==> src/rtl/stopwatch_counter_if.sv <==
// Control and display bundle between Ctl, the stopwatch counter and the display path.
interface stopwatch_counter_if;
    logic       init_regs;
    logic       count_enabled;
    logic [3:0] dig_hund;
    logic [3:0] dig_tenth;
    logic [3:0] dig_sec;
    logic [3:0] dig_tsec;
    logic       tick;
    logic       wrap;

    modport master (
        output init_regs, count_enabled,
        input  dig_hund, dig_tenth, dig_sec, dig_tsec, tick, wrap
    );
    modport slave (
        input  init_regs, count_enabled,
        output dig_hund, dig_tenth, dig_sec, dig_tsec, tick, wrap
    );
endinterface

==> src/rtl/stopwatch_counter.sv <==
// Stopwatch timekeeping: prescaler plus a four-digit BCD ripple counter SS.hh.
module stopwatch_digit (
    input  logic       clk,
    input  logic       clr,
    input  logic       adv,
    output logic [3:0] digit,
    output logic       carry
);
    assign carry = adv && (digit == 4'd9);

    always_ff @(posedge clk) begin
        if (clr)
            digit <= 4'd0;
        else if (adv)
            digit <= carry ? 4'd0 : digit + 4'd1;
    end
endmodule

module stopwatch_counter #(
    parameter int TICK_DIV = 1000000
) (
    input  logic               clk,
    input  logic               reset,
    stopwatch_counter_if.slave sw
);
    localparam int NUM_DIGITS = 4;
    localparam int PW = (TICK_DIV > 1) ? $clog2(TICK_DIV) : 1;

    logic [PW-1:0]                   p;
    logic                            clr;
    logic                            expire;
    logic [NUM_DIGITS:0]             chain;
    logic [NUM_DIGITS-1:0][3:0]      digs;
    logic                            tick_q;
    logic                            wrap_q;

    // init shares the reset clear; both beat a coincident prescaler expiry
    assign clr      = reset | sw.init_regs;
    assign expire   = sw.count_enabled && (p == PW'(TICK_DIV - 1));
    assign chain[0] = expire;

    generate
        for (genvar g = 0; g < NUM_DIGITS; g++) begin : g_digit
            stopwatch_digit u_digit (
                .clk   (clk),
                .clr   (clr),
                .adv   (chain[g]),
                .digit (digs[g]),
                .carry (chain[g+1])
            );
        end
    endgenerate

    // paused cycles hold p so a resumed hundredth keeps its partial count
    always_ff @(posedge clk) begin
        if (clr) begin
            p      <= '0;
            tick_q <= 1'b0;
            wrap_q <= 1'b0;
        end else if (sw.count_enabled) begin
            p      <= expire ? '0 : p + PW'(1);
            tick_q <= expire;
            wrap_q <= chain[NUM_DIGITS];
        end else begin
            tick_q <= 1'b0;
            wrap_q <= 1'b0;
        end
    end

    assign sw.dig_hund  = digs[0];
    assign sw.dig_tenth = digs[1];
    assign sw.dig_sec   = digs[2];
    assign sw.dig_tsec  = digs[3];
    assign sw.tick      = tick_q;
    assign sw.wrap      = wrap_q;
endmodule

==> src/flat_wrapper.sv <==
// flat-port wrapper written by rule: the top's interface ports become plain ports
module stopwatch_counter_flat 
#(
    parameter int TICK_DIV = 1000000
)
  (clk, reset, sw_init_regs, sw_count_enabled, sw_dig_hund, sw_dig_tenth, sw_dig_sec, sw_dig_tsec, sw_tick, sw_wrap);
  stopwatch_counter_if sw_i ();
  input  logic clk;
  input  logic reset;
  input wire logic [$bits(sw_i.init_regs)-1:0] sw_init_regs;
  input wire logic [$bits(sw_i.count_enabled)-1:0] sw_count_enabled;
  output wire logic [$bits(sw_i.dig_hund)-1:0] sw_dig_hund;
  output wire logic [$bits(sw_i.dig_tenth)-1:0] sw_dig_tenth;
  output wire logic [$bits(sw_i.dig_sec)-1:0] sw_dig_sec;
  output wire logic [$bits(sw_i.dig_tsec)-1:0] sw_dig_tsec;
  output wire logic [$bits(sw_i.tick)-1:0] sw_tick;
  output wire logic [$bits(sw_i.wrap)-1:0] sw_wrap;
  assign sw_i.init_regs = sw_init_regs;
  assign sw_i.count_enabled = sw_count_enabled;
  assign sw_dig_hund = sw_i.dig_hund;
  assign sw_dig_tenth = sw_i.dig_tenth;
  assign sw_dig_sec = sw_i.dig_sec;
  assign sw_dig_tsec = sw_i.dig_tsec;
  assign sw_tick = sw_i.tick;
  assign sw_wrap = sw_i.wrap;
  stopwatch_counter #(.TICK_DIV(TICK_DIV)) u_core (.clk(clk), .reset(reset), .sw(sw_i));
endmodule
==> config.mk <==
export PLATFORM = sky130hd
export DESIGN_NAME = stopwatch_counter_flat
export DESIGN_NICKNAME = d
export VERILOG_FILES = /design/src/rtl/stopwatch_counter_if.sv /design/src/rtl/stopwatch_counter.sv /design/src/flat_wrapper.sv
export SDC_FILE = /design/constraint.sdc
export NUM_CORES = 1
export LEC_CHECK = 0
export CAP_MARGIN = 15
export CORE_AREA = 5 5 65 67
export DETAILED_ROUTE_END_ITERATION = 7
export DIE_AREA = 0 0 70 72
export GPL_TIMING_DRIVEN = 0
export PLACE_DENSITY = 0.75
export SLEW_MARGIN = 0
export SYNTH_ARGS = -nofsm -noshare
export SYNTH_HDL_FRONTEND = slang
export SYNTH_SLANG_ARGS = --single-unit
export TNS_END_PERCENT = 100
==> constraint.sdc <==
create_clock -name clk -period 5.1 [get_ports clk]
set_input_delay 1.275 -clock clk [delete_from_list [all_inputs] [get_ports clk]]
set_output_delay 1.275 -clock clk [all_outputs]
set_load 0.01 [all_outputs]
; Word-level counts from Yosys, hierarchy flattened
; Cells that the tools add are included.
[totals]
reg_bits = 38
wordCells = 30
out_inout_bits = 18
ram_bits = 0
latch_bits = 0
memories = 0
rom_bits = 0
[op_classes]
n_eq_ne = 5
mul = 0
n_div = 0
n_shift = 0
add_sub_neg = 5
order_cmp = 0
reduce_logical = 6
mux = 5
n_bitwise = 2
[op_table]
columns = op, n
row1 = "20-bit by 1-bit adder with 20-bit output, second input constant", 1
row2 = "20-bit == test, second input constant", 1
row3 = 20-bit two-way mux, 1
row4 = "4-bit by 1-bit adder with 4-bit output, second input constant", 4
row5 = "4-bit == test, second input constant", 4
row6 = 4-bit two-way mux, 4
row7 = 1-bit logical AND, 5
row8 = 2-bit OR reduction, 1
row9 = 1-bit inverter, 1
row10 = 1-bit bitwise OR, 1

; Depth between registers and ports, before layout
; Gate-level depths: netlist (run 1).
[depth]
ltp_word = 7
mapped_depth = 8
mapped_depth_nobuf = 7

; Modules after synthesis
; Synthesis (run 1) repeated with hierarchy kept, for this count alone.
[hier_totals]
cells_unflattened = 207
area_unflattened_um2 = 1844.3
[by_module_without_submodules]
columns = module, cells_per_inst, area_per_inst_um2, instances
row1 = stopwatch_counter, 119, 1023.5, 1
row2 = stopwatch_digit, 22, 205.2, 4

; Worst setup path before layout (run 1)
; No wires, ideal clock.
[synth_timing]
path_type = input to register
start = input port sw_count_enabled
end = register u_core.p[17]
cell_stages = 7
setup_ns = 0.128
arrival_time_ns = 2.594
path_slack_ns = 2.379
path_cell_list = buf_6 nand3_1 nor2_1 nand3_1 nand2_1 clkbuf_1 nor2_1
[synth_between]
elab_chain_cells = 2
[synth_lines]
columns = element, line
row1 = start: declaration, flat_wrapper.sv:11  ; input wire logic [$bits(sw_i.count_enabled)-1:0] sw_count_enabled;
row2 = 1-bit logical AND, stopwatch_counter.sv:39  ; assign expire = sw.count_enabled && (p == PW'(TICK_DIV - 1));
row3 = 20-bit two-way mux, stopwatch_counter.sv:61  ; p <= expire ? '0 : p + PW'(1);
row4 = end signal: assignment, stopwatch_counter.sv:61
row5 = end: declaration, stopwatch_counter.sv:29  ; logic [PW-1:0] p;
; Parallel ways exist; a longest one is shown, timed or not.
; A chain may end at the register's enable or synchronous reset.

; Worst setup path in the final report (run 1)
[layout_timing]
start = input port sw_count_enabled
end = register u_core.p[19]
; Same word-level chain as after synthesis.

==> summary.md, run 1 <==
| Metric | Value |
|---|---|
| WHS Path Cells | 2 |
| Layout cells sized above 1 | 7.660% |
| H-tree Lvls | 2 |
| Post-Syn Instances | 208 |
| Avg Synthesized Cell Area | 8.957 um2 |
| Die ar. | 0.005040 mm2 |
| Lkg Pwr | 0.7327 nW |
| DR DRC count | 0 |
| Routed via count | 1513 |
| GP Congestion | 0.7945 |
| CP max-delay cell | nor2_1 |
| Starting Density | 52.06% |
| Post-synth top cells | 38 x dfxtp_1, 28 x nor2_1, 19 x nand2_1 |
| FILL cells | 335 |
| Leading area contributor after synthesis | dfxtp_1 |
| Final slew viol count | 0 |
| Multi-input gate area in the final layout | 0.001030 mm2 |
| Status | finished, final reports clean |
| DR pass1 iterations | 6 |
| Clock Pin Slew Worst Setup and Hold Paths | 0.10 ns |
| # diodes | 0 |
| Rows | 22 |
| Setup violations, final | 0 |
| Initial antenna violation count | 0 |
| CP endpoint kind | flip-flop |
| Worst R2R End | u_core.p[19]$_SDFFE_PP0P_ |
| CP cell instances | buf_6, nand3_1, nor2_1, nand3_1, nand2_1, clkbuf_1, nor2_1 |
| Max-slew headroom | 48.58% |
| Register-to-Register Path Depth | 7 |
| Flops & latches, synth | 38 |
| Syn. warnings | 0 |
| Root Buffer | clkbuf_4 |
| EDFF count, synth | 0 |
| WP data arrival | 3.04 ns |
| GRT Util Overall | 14.15% |
| Worst Skew | 0.01164 ns |
| Worst hold-check path type | reg -> reg |
| Fin crit share | 55.20% |
| Ys flop type | dfxtp_1 |
| R2R Path Start | u_core.p[0]$_SDFFE_PP0P_ |
| Crit path depth | 7 |
| Fin nets | 248 |
| Global-route wire length before repair | 5837 um |
| Startpoint types | input pin |
| R2r setup slk | 2.69 ns |
| Vert. Die Dim | 72 um |
| Total routed wirelength | 3484 um |
| Initial DRC count | 61 |
| Top Ports | 22 |
| Cell area power density | 210.4 mW/mm2 |
| Core ar. | 0.003578 mm2 |
| Die Wd | 70 um |
| DR WL/cell | 12.31 um |
| Cell variety after synth | 35 |
| Worst vdd ir | 0.1591 mV |
| Top cell type's share of synthesized area | 40.83% |
| Async S/R FF share, synth | 0% |
| CTS tree | built |
| Setup_tns | 0 ns |
| CP bufs+invs | 2 |
| Hold wc startpoint | u_core.p[1]$_SDFFE_PP0P_ |
| PostCTS Resize Cnt | 0 |
| Storage element area | 760.7 um2 |
| Delay-heaviest family, CP | simple AND/OR/NAND/NOR gates |
| Number of maximum-capacitance violations | 0 |
| Antenna Nets Post-Route | 0 |
| Hpwl dp | 2523 um |
| Vias in the first global route | 1329 |
| Slew @ Worst Pin | 0.7642 ns |
| Syn Nets | 221 |
| RSZ-0062 raised after global routing | no |
| Clk sink count | 38 |
| Critical path class | in -> reg |
| CTS buffer count | 5 |
| Most common cell in the netlist | dfxtp_1 |
| Pre-CTS setup slack | 1.884 ns |
| Clock buffer depth | 2 |
| Dominant cells by area after synthesis | dfxtp_1 41%, xor2_1 6.1%, ha_1 6.0% |
| Endpoint, Worst Hold | u_core.p[1]$_SDFFE_PP0P_ |
| Max stage delay on crit path | 0.40 ns |
| CTS Hold Buffers Added | 0 |
| Fmax | 355.2 MHz |
| Crit-path max FO | 10 |
| IO buf count | 20 |
| Mapped cell area | 0.001863 mm2 |
| Largest net degree at the start of global routing | 11 |
| Final hold viol count | 0 |
| Post-CTS setup buffer count | 0 |
| Clock Latency Late Sink | 0.35 ns |
| Seq/Total Area, Yosys | 40.83% |
| Final min period | 2.815 ns |
| Global route overflow | 0 |
| Area Overhead vs Synth | 16.39% |
| Vias per cell | 5.346 |
| Required time worst endpoint | 5.32 ns |
| Final worst setup slack | 2.285 ns |
-- worst min-delay path: stages (launching register included) --
cell,delay [ns]
dfxtp_1,0.34
nand2b_1,0.07
a21oi_1,0.05
-- cell families after synthesis --
logic type	count (synthesis)	share of synthesized area [%]
fa+ha+maj	9	6.044
buf+inv	12	3.896
mux	3	1.612
compound gates	24	7.657
simple gates	104	31.50
flops	38	40.83
xor+xnor	18	8.462
-- state kept, by name, summed over array words and instances, names as in the netlist --
name and flops:
u_core.g_digit.u_digit.digit 16, u_core.p 20, u_core.sw.tick 1, u_core.sw.wrap 1
-- power breakdown --
group          switching (W)  leakage, nW  internal, W
Sequential       0.000000518        0.306     0.000297
Combinational     0.00000745        0.401   0.00000570
Clock              0.0000935       0.0254    0.0000520
Total               0.000101        0.733     0.000355
-- layer usage --
metal	wire length [um]	vias to the layer above	part of all wire (%)	global-route usage [%]
met5	0	-	0	0
met4	40	0	1.1	6.383
met3	179	5	5.1	3.601
met2	1643	25	47	24.87
met1	1620	696	46	16.24
li1	-	787	-	-
-- area by class of cell --
type	count	area share (%)
timing repair buffer	20	9.233
multi-input combinational	158	47.49
buffer	5	2.135
sequential	38	35.08
tap	48	2.770
clock buffer	7	2.077
inverter	7	1.212
-- per-stage QoR --
stage                     hold WS (ns)  utilization, %  cells  cell area, um2  total power, W
after floorplan                 0.4594               -    208            1863       0.0003133
after global placement          0.4769           59.34    276            2123       0.0003174
after detailed placement        0.4803           59.34    276            2123       0.0003176
after CTS                       0.5014           60.59    283            2168       0.0004600
after global routing            0.5296           60.59    283            2168       0.0004733
final                           0.4952           60.59    283            2168       0.0004563
-- cells in the final DEF (no fill, tap or decap), types with 3 or more instances in the layout --
cell type        instances
dfxtp_1                 38
mux2i_1                  3
nand3_1                 13
nand2_1                 19
clkdlybuf4s50_1         20
ha_1                     9
nor2_1                  28
and3_1                   4
nand4_1                  6
inv_1                    7
xor2_1                  13
clkbuf_4                 5
a21oi_1                 14
clkbuf_1                 4
o21ai_0                  4
or3_1                    9
xnor2_1                  5
nor3_1                   4
-- how the worst max path moves through the flow --
stage | start | to | slack (ns)
final | sw_count_enabled | u_core.p[19]$_SDFFE_PP0P_ | 2.28
after global routing | sw_count_enabled | u_core.p[8]$_SDFFE_PP0P_ | 2.01
after CTS | sw_count_enabled | u_core.p[7]$_SDFFE_PP0P_ | 2.25
after detailed placement | sw_count_enabled | u_core.p[7]$_SDFFE_PP0P_ | 1.88
after global placement | sw_count_enabled | u_core.p[4]$_SDFFE_PP0P_ | 1.92
after floorplan | sw_count_enabled | u_core.p[17]$_SDFFE_PP0P_ | 2.38
Note: power is estimated with default switching activity, not from simulation.
==> run 2, diff against run 1 <==
clock period = 2.65 ns   (was 5.1 ns; I/O delays follow)
==> run 2 against run 1 <==
Net effect:
- non-clock buffer count unchanged
- final cell count unchanged
- design area up 0.12%
- core utilization up 0.070 points
- die area unchanged
- largest power group unchanged
- critical path depth down 1
- sequential power up 92%
- routed wire length down 0.20%
- sequential share of layout area about the same
==> summary.md, run 2 (synthesis gave the netlist of run 1 again) <==
| Metric | Value |
|---|---|
| Status | finished, final reports clean (unchanged) |
| Vert. Die Dim | 72 um (unchanged) |
| Global route overflow | 0 (unchanged) |
| Hold WS | 0.4957 ns (was 0.4952 ns) |
| Required time worst endpoint | 2.87 ns (was 5.32 ns) |
| Switching pwr | 0.0001924 W (was 0.0001015 W) |
| CP cell instances | or2b_2, nor4_4, nand3_1, nand2_1, clkbuf_1, nor2_1 (was buf_6, nand3_1, nor2_1, nand3_1, nand2_1, clkbuf_1, nor2_1) |
| Clock power frac | 31.7% (was 31.9%) |
| Hold wc startpoint | u_core.p[1]$_SDFFE_PP0P_ (unchanged) |
| CTS tree | built (unchanged) |
| Critical path class | reg -> reg (was in -> reg) |
| Final min period | 2.390 ns |
| Clock buffer depth | 2 (unchanged) |
| Die Wd | 70 um (unchanged) |
| Clock Pin Slew Worst Setup and Hold Paths | 0.10 ns (about the same) |
| Initial DRC count | 61 (unchanged) |
| Initial antenna violation count | 0 (unchanged) |
| Crit. Startpoint | u_core.p[6]$_SDFFE_PP0P_ (was sw_count_enabled) |
| Setup violations, final | 0 (unchanged) |
| CTS buffer count | 5 (unchanged) |
| Largest registers | u_core.p: 20 flops, u_core.g_digit.u_digit.digit: 16 flops (unchanged) |
| Root Buffer | clkbuf_4 (unchanged) |
| GP Congestion | 0.7945 (unchanged) |
| Cell area power density | 403.2 mW/mm2 (was 210.4 mW/mm2) |
| Antenna Nets Post-Route | 0 (unchanged) |
| Post-CTS setup buffer count | 0 (unchanged) |
| DR pass1 iterations | 4 (was 6) |
| Die ar. | 0.005040 mm2 (unchanged) |
| Global-route wire length before repair | 5837 um (unchanged) |
| Lkg Pwr | 0.7326 nW (was 0.7327 nW) |
| Vias per cell | 5.350 (was 5.346) |
| Worst hold-check path type | reg -> reg (unchanged) |
| Starting Density | 52.06% (unchanged) |
| Delay-heaviest family, CP | simple AND/OR/NAND/NOR gates (unchanged) |
| Worst vdd ir | 0.3022 mV (was 0.1591 mV) |
| Sequential share of power | 65.4% (was 65.2%) |
| Combinational share of power | 2.9% (about the same) |
| Setup_tns | 0 ns (unchanged) |
| Layout cells sized above 1 | 8.085% (was 7.660%) |
| Largest net degree at the start of global routing | 11 (unchanged) |
| IO buf count | 20 (unchanged) |
| Largest register FFs | 20 (unchanged) |
| Fin nets | 248 (unchanged) |
| # diodes | 0 (unchanged) |
| Most common cell after layout, fill and taps aside | dfxtp_1 (unchanged) |
| H-tree Lvls | 2 (unchanged) |
| Final hold viol count | 0 (unchanged) |
| CP max-delay cell | nor4_4 (was nor2_1) |
| P_int | 0.0006828 W (was 0.0003548 W) |
| Total routed wirelength | 3477 um (was 3484 um) |
| Core ar. | 0.003578 mm2 (unchanged) |
| Util after Layout | 60.66% (was 60.59%) |
| CP endpoint kind | flip-flop (unchanged) |
| WP data arrival | 2.61 ns (was 3.04 ns) |
| Clk sink count | 38 (unchanged) |
| GRT Util Overall | 14.15% (unchanged) |
| Fmax | 418.4 MHz |
| Max-slew headroom | 48.54% (was 48.58%) |
| Startpoint types | flip-flop (was input pin) |
| Largest Register | u_core.p (unchanged) |
| Slew @ Worst Pin | 0.7649 ns (was 0.7642 ns) |
| Number of maximum-capacitance violations | 0 (unchanged) |
| Crit-path max FO | 10 (unchanged) |
| Hpwl dp | 2523 um (unchanged) |
| Worst Skew | 0.009515 ns (was 0.01164 ns) |
| FILL cells | 336 (was 335) |
| Highest-count cells in the layout ignoring fill and taps | 38 x dfxtp_1, 27 x nor2_1, 20 x clkdlybuf4s50_1 (was 38 x dfxtp_1, 28 x nor2_1, 20 x clkdlybuf4s50_1) |
| Vias in the first global route | 1329 (unchanged) |
| Switching Share | 21.99% (was 22.24%) |
| R2R Path Start | u_core.p[6]$_SDFFE_PP0P_ (was u_core.p[0]$_SDFFE_PP0P_) |
| Final slew viol count | 0 (unchanged) |
| DR WL/cell | 12.29 um (was 12.31 um) |
| Fin crit share | 90.20% |
| CP bufs+invs | 1 (was 2) |
| Area Overhead vs Synth | 16.52% (was 16.39%) |
| Max stage delay on crit path | 0.46 ns (was 0.40 ns) |
| RSZ-0062 raised after global routing | no (unchanged) |
| Routed via count | 1514 (was 1513) |
| Rows | 22 (unchanged) |
| DR DRC count | 0 (unchanged) |
| Clock Latency Late Sink | 0.34 ns (was 0.35 ns) |
| Top Ports | 22 (unchanged) |
## run 2: final timing paths
kind / slack, ns / depth (start not counted) / to
max: 0.26 / 6 / u_core.p[19]$_SDFFE_PP0P_
min: 0.50 / 2 / u_core.p[1]$_SDFFE_PP0P_
max reg2reg: 0.26 / 6 / u_core.p[19]$_SDFFE_PP0P_
min reg2reg: 0.50 / 2 / u_core.p[1]$_SDFFE_PP0P_
## run 2: worst min-delay path, stage by stage (launching register included)
cell,delay [ns]
dfxtp_1,0.34
nand2b_1,0.07
a21oi_1,0.05
## run 2: power by group through the flow
stage,Combinational (W),Sequential (W),Clock [W]
5_1_grt,0.0000276,0.000573,0.000310
3_3_place_gp,0.0000251,0.000586,0
4_1_cts,0.0000256,0.000573,0.000287
2_1_floorplan,0.0000173,0.000586,0
6_report,0.0000252,0.000573,0.000277
3_5_place_dp,0.0000254,0.000586,0
## run 2: through the flow
stage / worst slack, ns / total power (W) / cell area, um2 / std cells
finish: 0.2598 / 0.0008752 / 2171 / 283
CTS: 0.2138 / 0.0008852 / 2168 / 283
floorplan: 0.5413 / 0.0006029 / 1863 / 208
global placement: 0.07801 / 0.0006109 / 2123 / 276
global route: 0.01029 / 0.0009108 / 2171 / 283
detailed placement: 0.04678 / 0.0006112 / 2123 / 276
## run 2: metal layers
metal	GRT usage [%]	part of all wire [%]	vias to the layer above
met4	6.383	2.1	0
met2	24.87	46	21
li1	-	-	782
met5	0	0	-
met1	16.24	48	703
met3	3.601	3.7	8
## run 2: what timing repair did
action,CTS,global route
gates resized for setup,0,1
endpoints found under the setup margin,0,10
hold buffers,0,0
## run 2: area by class of cell
type                       count  area, um2  share of cell area [%]
clock buffer                   7      45.04                   2.075
multi-input combinational    158       1032                   47.55
inverter                       7      26.28                   1.210
timing repair buffer          20      200.2                   9.222
sequential                    38      760.7                   35.04
tap                           48      60.06                   2.767
buffer                         5      46.29                   2.133
